==> config.mk <==
export PLATFORM = sky130hd
export DESIGN_NAME = ntt_addr_seq
export DESIGN_NICKNAME = d
export VERILOG_FILES = /design/src/rtl/ntt_addr_seq.sv
export SDC_FILE = /design/constraint.sdc
export NUM_CORES = 1
export LEC_CHECK = 0
export ABC_AREA = 1
export BUFFER_PORTS_ARGS = -buffer_cell sky130_fd_sc_hd__buf_4
export CAP_MARGIN = 0
export CORE_ASPECT_RATIO = 1.1
export CORE_MARGIN = 3
export CORE_UTILIZATION = 60
export CTS_CLUSTER_DIAMETER = 60
export DETAILED_ROUTE_END_ITERATION = 8
export GPL_TIMING_DRIVEN = 0
export PLACE_DENSITY = 0.83
export SYNTH_ARGS = -nofsm -noshare
export SYNTH_HDL_FRONTEND = slang
export SYNTH_SLANG_ARGS = --single-unit
==> constraint.sdc <==
create_clock -name clk -period 15.27 [get_ports clk]
set_input_delay 1.527 -clock clk [delete_from_list [all_inputs] [get_ports clk]]
set_output_delay 1.527 -clock clk [all_outputs]
set_load 0.02 [all_outputs]
==> src/rtl/ntt_addr_seq.sv <==
// Self-sequencing NTT butterfly address generator (Kyber radix-4 / Dilithium radix-2).
// Define ADDR_SEQ_INTT_EN to add the inv port (reverse stage order for the inverse NTT).
module ntt_addr_seq #(
    parameter int KY_LOGN   = 7,
    parameter int DI_LOGN   = 8,
    parameter int ADDR_W    = 8,
    parameter int STAGE_GAP = 2
) (
    input  logic              clk,
    input  logic              rst,
    input  logic              start,
    input  logic              KD_mode,
`ifdef ADDR_SEQ_INTT_EN
    input  logic              inv,
`endif
    input  logic              out_ready,
    output logic              out_valid,
    output logic [ADDR_W-1:0] old_add_0,
    output logic [ADDR_W-1:0] old_add_1,
    output logic [ADDR_W-1:0] old_add_2,
    output logic [ADDR_W-1:0] old_add_3,
    output logic [2:0]        stage,
    output logic              stage_last,
    output logic              busy,
    output logic              done
);

    localparam int IDX_W = (KY_LOGN - 2 > DI_LOGN - 1) ? KY_LOGN - 2 : DI_LOGN - 1;
    localparam int GAP_W = (STAGE_GAP > 1) ? $clog2(STAGE_GAP) : 1;

    typedef enum logic [1:0] {IDLE, RUN, GAP, FIN} state_t;

    state_t              state_q, state_d;
    logic                kyb_q, kyb_d;
    logic                inv_q, inv_d;
    logic [2:0]          stage_q, stage_d;
    logic [IDX_W-1:0]    idx_q, idx_d;
    logic [GAP_W-1:0]    gap_q, gap_d;
    logic                valid_q, valid_d;
    logic                last_q, last_d;
    logic                busy_q, busy_d;
    logic                done_q, done_d;
    logic [4*ADDR_W-1:0] addr_q, addr_d;
    logic [2:0]          nxt_stage;

    function automatic logic [IDX_W-1:0] f_last_idx(input logic kyb);
        return kyb ? IDX_W'((1 << (KY_LOGN - 2)) - 1)
                   : IDX_W'((1 << (DI_LOGN - 1)) - 1);
    endfunction

    function automatic logic [2:0] f_top(input logic kyb);
        return kyb ? 3'd3 : 3'(DI_LOGN - 1);
    endfunction

    // Divide/modulo by the power-of-two distance are pure shifts and masks.
    function automatic logic [4*ADDR_W-1:0] f_addr(input logic kyb,
                                                   input logic [2:0] stg,
                                                   input logic [IDX_W-1:0] idx);
        logic [ADDR_W-1:0] ix, d, base;
        int sh;
        ix = ADDR_W'(idx);
        if (kyb) sh = (stg == 3'd3) ? KY_LOGN - 2 : 2 * int'(stg);
        else     sh = int'(stg);
        d    = ADDR_W'(1) << sh;
        base = ((ix >> sh) << (sh + (kyb ? 2 : 1))) | (ix & (d - ADDR_W'(1)));
        if (kyb) return {base + (d << 1) + d, base + (d << 1), base + d, base};
        else     return {base + d, base + d, base, base};
    endfunction

    assign nxt_stage = inv_q ? stage_q - 3'd1 : stage_q + 3'd1;

    always_comb begin
        state_d = state_q;
        kyb_d   = kyb_q;
        inv_d   = inv_q;
        stage_d = stage_q;
        idx_d   = idx_q;
        gap_d   = gap_q;
        valid_d = valid_q;
        busy_d  = busy_q;
        done_d  = 1'b0;
        unique case (state_q)
            IDLE: if (start) begin
                state_d = RUN;
                kyb_d   = KD_mode;
`ifdef ADDR_SEQ_INTT_EN
                inv_d   = inv;
`else
                inv_d   = 1'b0;
`endif
                stage_d = inv_d ? f_top(KD_mode) : 3'd0;
                idx_d   = '0;
                valid_d = 1'b1;
                busy_d  = 1'b1;
            end
            RUN: if (out_ready) begin
                if (idx_q == f_last_idx(kyb_q)) begin
                    if (stage_q == (inv_q ? 3'd0 : f_top(kyb_q))) begin
                        state_d = FIN;
                        valid_d = 1'b0;
                        busy_d  = 1'b0;
                        done_d  = 1'b1;
                    end else if (STAGE_GAP == 0) begin
                        stage_d = nxt_stage;
                        idx_d   = '0;
                    end else begin
                        state_d = GAP;
                        valid_d = 1'b0;
                        gap_d   = GAP_W'(STAGE_GAP - 1);
                    end
                end else begin
                    idx_d = idx_q + IDX_W'(1);
                end
            end
            GAP: if (gap_q == '0) begin
                state_d = RUN;
                stage_d = nxt_stage;
                idx_d   = '0;
                valid_d = 1'b1;
            end else begin
                gap_d = gap_q - GAP_W'(1);
            end
            FIN: state_d = IDLE;
        endcase
        last_d = valid_d && (idx_d == f_last_idx(kyb_d));
        addr_d = valid_d ? f_addr(kyb_d, stage_d, idx_d) : addr_q;
    end

    always_ff @(posedge clk or posedge rst) begin
        if (rst) begin
            state_q <= IDLE;
            kyb_q   <= 1'b0;
            inv_q   <= 1'b0;
            stage_q <= '0;
            idx_q   <= '0;
            gap_q   <= '0;
            valid_q <= 1'b0;
            last_q  <= 1'b0;
            busy_q  <= 1'b0;
            done_q  <= 1'b0;
            addr_q  <= '0;
        end else begin
            state_q <= state_d;
            kyb_q   <= kyb_d;
            inv_q   <= inv_d;
            stage_q <= stage_d;
            idx_q   <= idx_d;
            gap_q   <= gap_d;
            valid_q <= valid_d;
            last_q  <= last_d;
            busy_q  <= busy_d;
            done_q  <= done_d;
            addr_q  <= addr_d;
        end
    end

    assign out_valid  = valid_q;
    assign old_add_0  = addr_q[ADDR_W-1:0];
    assign old_add_1  = addr_q[2*ADDR_W-1:ADDR_W];
    assign old_add_2  = addr_q[3*ADDR_W-1:2*ADDR_W];
    assign old_add_3  = addr_q[4*ADDR_W-1:3*ADDR_W];
    assign stage      = stage_q;
    assign stage_last = last_q;
    assign busy       = busy_q;
    assign done       = done_q;

endmodule

Word level (Yosys, flattened, before mapping)
Index checks and enable logic that the tools add are counted.

storage, ports and cells
  register bits = 50
  input port bits = 5
  output and inout bits = 39
  ROM bits = 0
  bits in latches = 0
  memories = 0
  RAM bits = 0
  word-level logic and storage cells = 85

operators by class
  mux-type cells = 42
  shifts and indexed selects = 3
  reductions and logical operators = 7
  bitwise gates (word level) = 2
  order comparisons = 0
  divide/modulo/power cells = 0
  equality and inequality tests = 13
  $mul = 0
  add/subtract/negate cells = 8

operators with widths
  operator                                           number
  2-to-1 mux 7 bit                                   6
  adder 32 x 3 -> 32 bit                             1
  2-to-1 mux 32 bit                                  1
  left shift 1 x 32 -> 8 bit (first input constant)  1
  left shift 8 x 32 -> 8 bit                         1
  right shift 7 x 32 -> 8 bit                        1
  adder 8 bit                                        3
  case mux 7 bit (3 select lines)                    1
  2-to-1 mux 1 bit                                   19
  == test 7 bit                                      2
  != test 2 bit (second input constant)              6
  2-to-1 mux 2 bit                                   5
  2-to-1 mux 3 bit                                   3
  bitwise AND 7 x 8 -> 8 bit                         1
  2-to-1 mux 4 bit                                   2
  OR 8 bit                                           1
  case mux 2 bit (4 select lines)                    1
  AND reduction 4 bit                                2
  subtractor 8 x 1 -> 8 bit (second input constant)  1
  adder 7 x 1 -> 7 bit (second input constant)       1
  case mux 3 bit (2 select lines)                    1
  AND reduction 5 bit                                1
  == test 2 bit (second input constant)              2
  case mux 1 bit (2 select lines)                    2
  other kinds (9)                                    10

Longest topological paths before layout
  depth after elaboration = 13
  depth in mapped cells = 35
  depth with buffers taken out = 34

Worst setup path after synthesis
Ideal clock, no wire load.

  kind = input to register
  start = input port start
  end = register addr_q[31]
  stages = 29
  slack = 9,544 ps
  buffers on the path = 1
  required time = 15,193 ps
  setup time = 77 ps
  arrival time = 5,649 ps
  cells stage by stage = nand2_4 > o21ai_4 > inv_2 > buf_2 > a31oi_1 > ha_1 > inv_1 > nand2_1 > xor2_2 > nand2_1 > inv_1 > nand3_1 > o21ai_1 > ha_1 > fa_1 > ha_1 > a21oi_1 > inv_1 > a31oi_1 > nor2_1 > o21ai_0 > nand2_1 > a21o_1 > a21oi_1 > xor2_1 > inv_1 > nand3_1 > nand3_1 > a21oi_1

between the ends
  elaborated cells between the ends (all ways) = 23
  those cells by class = 5 x add/sub; 1 x eq/ne; 3 x shift; 12 x mux; 2 x bitwise

RTL lines
  what                                                            line  text
  from (decl)                                                     11    input logic start,
  2-to-1 mux 1 bit (*)                                            83    IDLE: if (start) begin
  2-to-1 mux 1 bit (*)                                            82    unique case (state_q)
  net kyb_d                                                       34    logic kyb_q, kyb_d;
  branches (longest 7 deep; another with adder 32 x 3 -> 32 bit)  n/a
  2-to-1 mux 32 bit (*)                                           66    if (kyb) return {base + (d << 1) + d, base + (d << 1), base + d, base};
  to (signal assigned)                                            153   addr_q <= addr_d;
  to (decl)                                                       43    logic [4*ADDR_W-1:0] addr_q, addr_d;

Mark *: on every way through the listed nets, which the timed path passes.
A chain may end at the register's enable or synchronous reset.

Worst setup path in the final report
Same ends and word-level chain as after synthesis.

==> impl_metrics.toml <==
[job]
maxCapViolCount = 0

[cells_and_area]
drive_gt1_share_pct = 17.1
diodes = 0
area_growth_pct = 13.4
num-fill-cells = 555
post-route-util_pct = 70.6
nNetsFinal = 664
layout_common_cells = "nand2_1, inv_1, nand3_1, dfrtp_1, nor2_1"
layout.cells.most_common = "nand2_1"
stdcell_area_sq_um = 4680

[critical_path]
worstPathArrival_ns = 6.70
worst_setup_path_end_kind = "flop"
critPathLaunchType = "input port"
cp_max_fo = 10
max_stage_delay_ns = 0.47
critPathKind = "in2reg"
cp_slowest_cell = "fa_1"
critical_path_required_ns = 15.49
r2r_end = "addr_q[31]$_DFFE_PP0P_"
cpMostUsedCell = "inv_1"
reg2reg_depth = 31
reg2reg_from = "state_q[1]$_DFFE_PP0P_"
r2r_slack_ns = 9.43

[clock_network]
cts_buffers = 5
insertion_delay_ns = 0.30
h-tree-depth = 2
cts_root_buf = "clkbuf_8"
postCtsSetupRepairBufs = 0
cts_resized = 0
cts_tree = "yes"
numClockSinks = 50
clk_pin_slew_ns = 0.09
cts_hold_buf = 0
clock_path_buffers = 2

[drt]
vias_per_cell = 5.89
drtIter0Drc = 302
vias = 4211
drcViolationCount = 0
dr.pass1.iters = 5
wl_per_cell_um = 15.8
wirelength_mm = 11.3
final_antenna_net_count = 0

[global_routing]
grt_pass1_wl_mm = 18.7
grt_use_met3_pct = 3.88
grt_pass1_vias = 4025
gr-usage-all-layers_pct = 28.8
gr-usage-met1_pct = 36.4
gr-max-usage-layer = "met2"
grt_use_met2_pct = 50.8
grt_overflow_total = 0
grt_start_max_net_pins = 27
antenna_found_initial = 0

[sta]
setup-tns-final_ns = 0
setup_viol = 0
slew_violations = 0
timing_worst_slew_pin_value_ns = 0.651
fin_skew_ns = 0.00769
slew_headroom_pct = 55.9
hold_viol_final = 0
period_needed_ns = 6.47
finalWorstSetupSlack_ns = 8.80
grt_setup_unrepaired = "no"
max_freq_ghz = 0.154
fin_crit_sh_pct = 42.4

[yosys]
avgSynthCellArea_sq_um = 7.09
synth_xor_area_share_pct = 3.79
synth.distinct_cells = 47
synth_cells = 583
synth_compound_area_share_pct = 15.0
yosysWarnings = 0
syn_nets = 614
synthesis.area_sq_um = 4130
synth_top_family_by_area = "simple AND/OR/NAND/NOR gates"
synthSimpleGateAreaFrac_pct = 34.0
synthAdderAreaFrac_pct = 8.42
synthMuxAreaShare_pct = 0
yosysSeqAreaShare_pct = 30.3
ys_ff_latch = 50

[worst_hold_path]
hold_path_depth = 2
hp-start = "addr_q[26]$_DFFE_PP0P_"
hold_path_end = "addr_q[26]$_DFFE_PP0P_"
hold_class = "reg2reg"

[floorplan]
fp-row-count = 31
start_util_pct = 62.3
dieArea_sq_um = 7920
die_w_um = 85.1
coreArea_sq_um = 6630
io_pins = 44
die_h_um = 93.0

[placed_design]
hpwl_mm = 8.94
post-place-ws_ns = 8.61
place_congestion = 0.946
place_area_sq_um = 4580
portBuffers = 42

[outcome]
outcome = "completed"
critical path, delay by kind of cell:
| kind | cells | cell delay (ns) |
|---|---|---|
| compound gates | 9 | 1.73 |
| fa+ha+maj | 4 | 1.27 |
| buf+inv | 7 | 0.92 |
| simple gates | 8 | 0.77 |
| xor+xnor | 2 | 0.49 |
cells in the mapped netlist (all sizes together):
master  instances  area (sq um)
nand2         153           634
nand4           8          56.3
nor2           52           215
a31oi          20           125
a21oi          41           231
clkinv          1          3.75
clkbuf          8          32.5
nand3          72           430
and2            2          12.5
nand3b          1          7.51
o211ai          3          22.5
a21boi          2          15.0
ha             23           288
dfrtp          50          1250
inv            72           278
or2             3          18.8
o311ai          1          8.76
xnor2           3          26.3
xor2           14           130
fa              3          60.1
o21bai          1          7.51
o21ai          36           195
nor4            3          18.8
a21o            1          7.51
nor3            2          10.0
buf             7          37.5
o21a            1          7.51
area by class of cell:
type	instances	area (sq um)	area share, %
inverter	73	282	6.01
timing repair buffer	43	343	7.32
clock inverter	2	38.8	0.828
clock buffer	5	68.8	1.47
buffer	15	70.1	1.50
multi-input combinational	445	2530	54.0
tap	82	103	2.19
sequential	50	1250	26.7
state kept, by name (all words and copies together), names as in the netlist:
| register | flops |
|---|---|
| addr_q | 32 |
| done | 1 |
| out_valid | 1 |
| kyb_q | 1 |
| stage | 3 |
| idx_q | 7 |
| gap_q | 1 |
| busy | 1 |
| stage_last | 1 |
| state_q | 2 |
metrics by stage:
| step | hold WS, ns | instances |
|---|---|---|
| after floorplan | 0.547 | 583 |
| after global placement | 0.469 | 707 |
| after detailed placement | 0.471 | 708 |
| after CTS | 0.495 | 715 |
| after global routing | 0.504 | 715 |
| final | 0.494 | 715 |
cell families after synthesis:
logic type / after synthesis
buffers and inverters: 88
AOI/OAI and AO/OA: 106
and+or+nand+nor: 296
xor gates and xnor gates: 17
DFF: 50
adders and majority gates: 26
worst max-delay path by stage:
stage	from	endpoint	slack (ns)	depth (start not counted)
floorplan	start	addr_q[31]$_DFFE_PP0P_	9.54	29
global placement	start	addr_q[31]$_DFFE_PP0P_	8.68	30
detailed placement	start	addr_q[31]$_DFFE_PP0P_	8.61	30
CTS	start	addr_q[31]$_DFFE_PP0P_	8.88	30
global route	start	addr_q[31]$_DFFE_PP0P_	8.30	30
finish	start	addr_q[31]$_DFFE_PP0P_	8.80	30
metal layers:
metal / wire, um / up-vias
li1: - / 2039
met1: 4680 / 2007
met2: 5710 / 138
met3: 633 / 27
met4: 252 / 0
met5: 0 / -
Power is not shown: default switching activity piles up to over one toggle a cycle in this logic, so the estimate is an artifact.
